**config.mk**
```make
export PLATFORM = sky130hd
export DESIGN_NAME = exec_ctrl
export DESIGN_NICKNAME = d
export VERILOG_FILES = /design/src/rtl/exec_ctrl.sv
export SDC_FILE = /design/constraint.sdc
export NUM_CORES = 1
export LEC_CHECK = 0
export CAP_MARGIN = 30
export CORE_MARGIN = 5
export CORE_UTILIZATION = 30
export DETAILED_ROUTE_END_ITERATION = 7
export DONT_BUFFER_PORTS = 1
export SETUP_SLACK_MARGIN = 0.02
export SLEW_MARGIN = 20
export SYNTH_ARGS = -nofsm -noshare
export SYNTH_HDL_FRONTEND = slang
export SYNTH_SLANG_ARGS = --single-unit
export TNS_END_PERCENT = 50
```
**constraint.sdc**
```tcl
create_clock -name clk -period 1.9 [get_ports clk]
set_input_delay 0 -clock clk [delete_from_list [all_inputs] [get_ports clk]]
set_output_delay 0 -clock clk [all_outputs]
set_load 0.05 [all_outputs]
```
**src/rtl/exec_ctrl.sv**
```systemverilog
// Execution controller for a single-cycle CPU. It provides run, pause, single-step
// and halt control, a synchronized go button, retirement counters and a display mux.
module exec_ctrl #(
    parameter logic [31:0] HALT_CODE = 32'd10
) (
    input  logic        clk,
    input  logic        rst,
    input  logic        go,
    input  logic        step_mode,
    input  logic        syscall,
    input  logic [31:0] v0,
    input  logic [31:0] a0,
    input  logic        jmp_taken,
    input  logic        br_taken,
    input  logic [1:0]  disp_sel,
    output logic        pc_enable,
    output logic        halted,
    output logic [31:0] disp_data
);

    typedef enum logic [2:0] {
        S_RUN       = 3'd0,
        S_PAUSE     = 3'd1,
        S_STEP_WAIT = 3'd2,
        S_RESUME    = 3'd3,
        S_HALT      = 3'd4
    } state_t;

    state_t      state;
    state_t      next_state;
    logic        go_meta;
    logic        go_sync;
    logic        go_prev;
    logic        go_pulse;
    logic        retire;
    logic        latch_sys;
    logic [31:0] sys_reg;
    logic [31:0] cycle_cnt;
    logic [15:0] jmp_cnt;
    logic [15:0] br_cnt;

    // The raw button passes through two synchronizer flops, then a rising-edge detector.
    always_ff @(posedge clk or negedge rst) begin
        if (!rst) begin
            go_meta <= 1'b0;
            go_sync <= 1'b0;
            go_prev <= 1'b0;
        end else begin
            // NOTE: non-blocking, so each flop captures its predecessor's pre-edge value.
            go_meta <= go;
            go_sync <= go_meta;
            go_prev <= go_sync;
        end
    end

    assign go_pulse = go_sync & ~go_prev;

    always_ff @(posedge clk or negedge rst) begin
        if (!rst) begin
            state <= S_RUN;
        end else begin
            state <= next_state;
        end
    end

    always_comb begin
        // NOTE: every output gets a default first, so no path can infer a latch.
        next_state = state;
        retire     = 1'b0;
        latch_sys  = 1'b0;
        case (state)
            S_RUN: begin
                if (syscall) begin
                    if (v0 == HALT_CODE) begin
                        next_state = S_HALT;
                    end else begin
                        next_state = S_PAUSE;
                        latch_sys  = 1'b1;
                    end
                end else begin
                    retire = 1'b1;
                    if (step_mode) begin
                        next_state = S_STEP_WAIT;
                    end
                end
            end
            S_PAUSE, S_STEP_WAIT: begin
                if (go_pulse) begin
                    next_state = S_RESUME;
                end
            end
            // RESUME ignores syscall, so the syscall that caused the pause retires exactly once.
            S_RESUME: begin
                retire     = 1'b1;
                next_state = step_mode ? S_STEP_WAIT : S_RUN;
            end
            S_HALT: begin
                next_state = S_HALT;
            end
            default: begin
                next_state = S_RUN;
            end
        endcase
    end

    // The PC stays enabled during reset, even if a syscall is presented at that time.
    assign pc_enable = retire | ~rst;
    assign halted    = (state == S_HALT);

    always_ff @(posedge clk or negedge rst) begin
        if (!rst) begin
            sys_reg   <= '0;
            cycle_cnt <= '0;
            jmp_cnt   <= '0;
            br_cnt    <= '0;
        end else begin
            if (latch_sys) begin
                sys_reg <= a0;
            end
            if (retire) begin
                cycle_cnt <= cycle_cnt + 32'd1;
                if (jmp_taken) begin
                    jmp_cnt <= jmp_cnt + 16'd1;
                end
                if (br_taken) begin
                    br_cnt <= br_cnt + 16'd1;
                end
            end
        end
    end

    always_ff @(posedge clk or negedge rst) begin
        if (!rst) begin
            disp_data <= '0;
        end else begin
            case (disp_sel)
                2'd0:    disp_data <= sys_reg;
                2'd1:    disp_data <= cycle_cnt;
                2'd2:    disp_data <= {jmp_cnt, br_cnt};
                default: disp_data <= {29'b0, state};
            endcase
        end
    end

endmodule

```
# Yosys cells after proc, flatten, opt, wreduce, memory -nomap -nowiden
# Index checks and enable logic that the tools add are counted.
totals:
  regBits: 134
  input_bits: 73
  output_inout_bits: 34
classes:
  n_addsub: 3
  n_eq_ne: 9
  muxes: 12
  bitwise_logic: 4
  n_reduce_logical: 6
op_table:
  columns: ["operator", "count"]
  rows:
  - ["case mux 32 bit (3 select lines)", 1]
  - ["adder 16 x 1 -> 16 bit, second input constant", 2]
  - ["adder 32 x 1 -> 32 bit, second input constant", 1]
  - ["equality test 32 x 4 -> 1 bit, second input constant", 1]
  - ["2-to-1 mux 3 bit", 4]
  - ["case mux 3 bit (4 select lines)", 1]
  - ["equality test 3 x 2 -> 1 bit, second input constant", 2]
  - ["AND reduction 2 bit", 3]
  - ["2-to-1 mux 1 bit", 4]
  - ["equality test 3 x 1 -> 1 bit, second input constant", 1]
  - ["equality test 3 bit, second input constant", 1]
  - ["zero test 3 bit", 1]
  - ["!= test 3 bit, second input constant", 1]
  - ["equality test 2 x 1 -> 1 bit, second input constant", 1]
  - ["equality test 2 bit, second input constant", 1]
  - ["zero test 2 bit", 1]
  - ["2-to-1 mux 2 bit", 1]
  - ["!= test 2 bit, second input constant", 1]
  - ["NOT 1 bit", 2]
  - ["case mux 1 bit (2 select lines)", 1]
  - ["OR reduction 2 bit", 1]
  - ["AND 1 bit", 1]
  - ["OR 1 bit", 1]

# Logic depth before layout (Yosys ltp)
# Gate-level depths: netlist of the first run.
depth:
  depth_word: 4
  ltp_mapped: 7
  ltp_nobuf: 5

# Least setup slack after synthesis of the first run
# No wires, ideal clock.
synth_path:
  path_kind: "register to register"
  start: "register state[0]"
  end: "register br_cnt[15]"
  setup_time_ns: 0.123
  arrival_ns: 1.637
  required_time_ns: 1.777
  setup_slack_ns: 0.140
  stages_incl_launch_ff: 6
  synth_period_minus_slack_ns: 1.760
  path_cell_list: "dfrtp_1 -> buf_6 -> or3_4 -> a2111oi_4 -> nand4bb_1 -> xnor2_1"
synth_via:
  elab_chain_cells: 3
  elab_cells_between_ends: 4
  classes_between: "eq/ne: 1; mux: 1; reduce/logical: 2"
synth_lines:
  columns: ["item", "line", "text"]
  rows:
  - ["start, declared", "29", "state_t state;"]
  - ["start signal, assigned", "62", "state <= next_state;"]
  - ["equality test 3 x 2 -> 1 bit / zero test 3 bit (equally long branches)", "71", "case (state)"]
  - ["case mux 1 bit (2 select lines) (*)", "71", null]
  - ["AND reduction 2 bit (no line) (*)", null, null]
  - ["end signal, assigned", "126", "br_cnt <= br_cnt + 16'd1;"]
  - ["end, declared", "40", "logic [15:0] br_cnt;"]
# Mark *: on every way between the ends. The rest lies on a longest branch, timed or not.
# A chain may end at the register's enable or synchronous reset.

# Final worst setup path of the first run
layout_path:
  start: "register state[1]"
  end: "register cycle_cnt[27]"
layout_via:
  elab_chain_cells: 2
  elab_cells_between_ends: 3
  classes_between: "eq/ne: 1; mux: 1; reduce/logical: 1"
layout_lines:
  columns: ["item", "line", "text"]
  rows:
  - ["equality test 3 x 2 -> 1 bit / zero test 3 bit (equally long branches)", "71", null]
  - ["case mux 1 bit (2 select lines) (*)", "71", null]
  - ["end signal, assigned", "121", "cycle_cnt <= cycle_cnt + 32'd1;"]
  - ["end, declared", "38", "logic [31:0] cycle_cnt;"]
# Marked as above.

==> results.toml, run 1 <==
[status]
status = "finished with violations"
violations = "hold timing"

[synthesis]
synth_area_leaders = "dfrtp_1 (55%), mux2_2 (6.3%), xnor2_1 (5.5%), mux2i_1 (4.8%), xor2_1 (3.5%)"
netlist_area_mm2 = 0.006046
syn_area_per_cell_um2 = 11.95
synth_edf_count = 0
syn_inst = 506
yosys_warnings = 0
async_flop_share_pct = 100.0
yosysSeqAreaShare_pct = 55.46
yosys.area.top_type_share_pct = 55.46
syn_nets = 582
synth-seq-cells = 134
yosysUniqueCellTypes = 45
yosys.area.top_type = "dfrtp_1"
synthFlopType = "dfrtp_1"

[sta]
clock.fmax_ghz = 0.5291
layout_setup_ws_ps = 10.08
fin_hold_ws_ps = -726.7
worst_pin_slew_ps = 729.2
relSlewSlack_pct = 51.25
period_minus_slack_ps = 1890
fin_skew_ps = 11.92
setup_viol = 0
drv_slew = 0
rsz0062_at_grt = "yes"
timing.final.crit_share_pct = 99.47
hold_violations = 134

[critical_path]
cp_slowest_stage_delay_ps = 410
worst-setup-path-type = "reg2reg"
critPathLaunchType = "flop"
path_buf_inv = 1
crit_arrival_ps = 2220
critPathMaxFanout = 12
slowest_stage = "dfrtp_1"
required_ps = 2230
end_kind = "flop"
crit_chain = "buf_4 -> nor4_4 -> o211ai_2 -> nor4_2 -> xor2_1"
rr_worst_depth = 5
path_delay_family = "simple AND/OR/NAND/NOR gates"
cp_num_cells = 5

[detailed_routing]
ant_nets = 0
routed-via-count = 4192
vias_per_cell = 4.920
drtIter0Drc = 255
first_pass_iters = 4
drc_errors = 0
wl_per_cell_um = 17.34
routed_wl_um = 14780

[power_and_ir_drop]
p_leak_nw = 3.344
ir_drop_uv = 471.3
p_total_mw = 9.910
powerDensity_mw_per_mm2 = 1307

[grt]
grt_use_total_pct = 12.96
grt_pass1_wl_um = 24090
grt_max_degree = 136
grt_pass1_vias = 4601
antenna_found_initial = 0
grt_overflow = 0

[final_layout]
drive_above_1_share_pct = 19.24
layout_commonest_cell = "dfrtp_1"
layout_common_cells = "dfrtp_1 (134), nand2_1 (49), dlygate4sd3_1 (41)"
nNetsFinal = 645
final_cell_area_mm2 = 0.007581
antenna_cells = 0
area_growth_pct = 25.39
n_fill_cell = 1979

[placement]
portBuffers = 0
post-dp-hpwl_um = 10340
placed_area_mm2 = 0.006445
gp_congestion = 0.8356
dpl_worst_slack_ps = 41.89

[die]
initial_core_util_pct = 30.17
ios = 107
core_mm2 = 0.02004
row_count = 52
die_area_mm2 = 0.02309
die_y_um = 152.0
die_x_um = 152.0

[cts]
h-tree-depth = 4
cts_sinks = 134
clk_pin_slew_ps = 60
cts_tree = "built"
numCtsBuffers = 17
postCtsHoldBufs = 43
cts-root-buf = "clkbuf_16"
clock_latency_ps = 420
clockBufferDepth = 2

[flow_run]
cap_violations = 0

[min_path]
hp-class = "in2async"
[worst reg2reg max path, stage by stage, from the launching register on]
cell,delay (ps)
dfrtp_1,410
buf_4,190
nor4_4,290
o211ai_2,330
nor4_2,400
xor2_1,180
[metrics by stage]
step / util, % / setup TNS, ps / std cells
5_1_grt: 37.83 / -284.2 / 852
6_report: 37.83 / 0 / 852
4_1_cts: 37.62 / 0 / 850
3_5_place_dp: 32.16 / 0 / 774
2_1_floorplan: - / 0 / 506
3_3_place_gp: 32.16 / 0 / 774
[Yosys cell counts, drive strengths merged, types with 8 or more instances]
cell,n
buf,13
dfrtp,134
clkbuf,10
nand2,50
nor3,8
xor2,24
mux2,34
xnor2,38
nor4,20
mux2i,29
nand3,24
nand4,18
and3,15
inv,10
o21ai,31
[path summary, 6_finish.rpt]
path | start | to | slack, ps
setup / recovery | state[1] | cycle_cnt[27] | 10
hold / removal | rst | sys_reg[6] | -730
setup reg to reg | state[1] | cycle_cnt[27] | 10
hold reg to reg | go_meta | go_sync | 360
max in group asynchronous | rst | cycle_cnt[22] | 2460
min in group clk | v0[30] | state[2] | 30
[timing repair]
action,CTS,global route
gates resized for setup,3,4
setup buffers,1,2
setup endpoints to repair,1,23
pin swaps,0,2
endpoints found under the hold margin,222,134
[cells by family (layout without fill, tap and decap cells)]
kind of cell / count (synthesis) / after routing / synth area share (%)
adder cells (fa/ha/maj): 3 / 3 / 0.6209
XOR/XNOR: 62 / 62 / 8.982
multiplexers: 66 / 66 / 12.25
flip-flops: 134 / 134 / 55.46
buffers and inverters: 33 / 109 / 2.484
AO/OA/AOI/OAI: 47 / 47 / 5.278
AND/OR/NAND/NOR: 161 / 161 / 14.92
[area by class of cell]
class	instances	area (µm²)	share of cell area, %
multi-input combinational	339	2592	34.20
timing repair buffer	67	634.4	8.368
clock inverter	11	145.1	1.915
inverter	10	37.54	0.4951
clock buffer	21	480.5	6.338
sequential	134	3353	44.23
tap	270	337.8	4.456
[layer usage]
layer	GRT usage, %	routed length [µm]
met1	15.41	6351
met2	22.10	7356
met3	3.470	665
met5	0	0
met4	5.651	401
[power by group]
part | internal (mW) | switching, mW
Clock | 2.20 | 1.23
Combinational | 0.997 | 0.892
Sequential | 3.55 | 1.04
Note: power is estimated with default switching activity, not from simulation.
==> run 2: changes to the inputs <==
- clock period: 1.9 -> 2.25 ns (I/O delays scaled with it)
==> run 2 against run 1 <==
The flow still finishes with violations (hold timing). Die area is the same. Clock power shrank 19%. Sequential share of layout area grew 1.1 points. Worst setup slack gained 190 ps. Largest cell class unchanged. Highest routed layer unchanged.
==> results.toml, run 2 (same netlist as run 1, synthesis figures left out) <==
[placement]
post-dp-hpwl_um = 10250
gp_congestion = 0.8339
portBuffers = 0

[critical_path]
end_kind = "flop"
required_ps = 2550
worst-setup-path-type = "reg2reg"
critPathLaunchType = "flop"
critPathMaxFanout = 11
crit_arrival_ps = 2350

[final_layout]
area_growth_pct = 22.48
layout_commonest_cell = "dfrtp_1"
n_fill_cell = 1974
nNetsFinal = 629
layout_common_cells = "dfrtp_1 (134), nand2_1 (49), dlygate4sd3_1 (41)"
drive_above_1_share_pct = 16.25
antenna_cells = 0

[cts]
clock_latency_ps = 420
cts_tree = "built"
numCtsBuffers = 17
cts-root-buf = "clkbuf_16"
postCtsHoldBufs = 43
h-tree-depth = 4
cts_sinks = 134
clockBufferDepth = 2
cts_setup_buffers = 0
clk_pin_slew_ps = 60

[detailed_routing]
ant_nets = 0
vias_per_cell = 4.859
drtIter0Drc = 307
drc_errors = 0
routed-via-count = 4062
routed_wl_um = 14690
wl_per_cell_um = 17.57
first_pass_iters = 4

[die]
core_mm2 = 0.02004
die_area_mm2 = 0.02309
die_x_um = 152.0
die_y_um = 152.0
row_count = 52
ios = 107
initial_core_util_pct = 30.17

[power_and_ir_drop]
p_leak_nw = 3.247
switching_share_pct = 32.94
powerDensity_mw_per_mm2 = 1103
p_clk_share_pct = 34.1
p_total_mw = 8.167
internal_power_mw = 5.477
ir_drop_uv = 436.6
comb_power_share_pct = 17.8
seq_power_share_pct = 48.1
switchingPower_mw = 2.690

[min_path]
hp-class = "in2async"

[sta]
clock.fmax_ghz = 0.4890
fin_skew_ps = 8.692
fin_hold_ws_ps = -720.4
setup-tns-final_ps = 0
worst_pin_slew_ps = 786.6
hold_violations = 134
period_minus_slack_ps = 2045
drv_slew = 0
timing.final.crit_share_pct = 90.89
relSlewSlack_pct = 47.40
rsz0062_at_grt = "no"
setup_viol = 0

[grt]
grt_pass1_wl_um = 23960
grt_use_total_pct = 12.96
grt_pass1_vias = 4319
grt_max_degree = 136
grt_overflow = 0
antenna_found_initial = 0

[flow_run]
cap_violations = 0

[status]
status = "finished with violations"
violations = "hold timing"
[run 2: changes by cell type in the layout (fill, tap and decap cells not counted), moves of 2 or more]
cell	previous run	this run
buf_4	23	8
clkbuf_8	4	2
nor4_1	14	17
nor4_2	4	1
[run 2: timing repair]
action / CTS / global route
gates resized for setup: 1 / 1
endpoints found under the setup margin: 1 / 1
endpoints found under the hold margin: 222 / 134
[run 2: final timing paths]
kind	slack [ps]	endpoint	from	cells past startpoint
setup / recovery	200	br_cnt[15]	state[1]	4
max in group asynchronous	2780	state[2]	rst	0
setup reg to reg	200	br_cnt[15]	state[1]	4
hold / removal	-720	sys_reg[5]	rst	0
hold reg to reg	350	go_sync	go_meta	0
min in group clk	20	jmp_cnt[6]	jmp_taken	4
[run 2: routing by layer]
| layer | GRT usage [%] | vias up | wire (µm) |
|---|---|---|---|
| met5 | 0 | - | 0 |
| met4 | 4.795 | 0 | 250 |
| met3 | 3.555 | 19 | 698 |
| met2 | 21.00 | 99 | 7360 |
| met1 | 16.65 | 2042 | 6377 |
| li1 | - | 1902 | - |
[run 2: cell type report]
cell class              count  area [µm²]  area share, %
clock buffers              19       452.9          6.117
clock inverters            13       146.4          1.977
inverters                  10       37.54         0.5069
multi-input cells         339        2566          34.66
flip-flops and latches    134        3353          45.29
well taps                 270       337.8          4.562
repair buffers             51       510.5          6.894
[run 2: through the flow]
stage | setup WS [ps] | hold slack (ps) | cells | instance area, µm² | utilization [%]
floorplan | 489.9 | -295.6 | 506 | 6046 | -
finish | 204.9 | -720.4 | 836 | 7405 | 36.95
CTS | 100.7 | -741.3 | 836 | 7400 | 36.93
global route | 66.32 | -743.2 | 836 | 7405 | 36.95
detailed placement | 209.6 | -287.6 | 761 | 6347 | 31.67
global placement | 285.5 | -290.9 | 761 | 6347 | 31.67
[run 2: worst max-delay path: stages (launching register included)]
cell,delay (ps)
dfrtp_1,530
or3_4,510
a2111oi_4,550
nand4bb_1,190
xnor2_1,160
[run 2: power by group through the flow]
stage / sequential (mW) / combinational (mW) / clock (mW)
finish: 3.92 / 1.46 / 2.78
global route: 4.01 / 1.61 / 2.94
CTS: 3.93 / 1.47 / 2.84
detailed placement: 3.98 / 1.36 / 0
global placement: 3.95 / 1.31 / 0
floorplan: 3.76 / 1.15 / 0
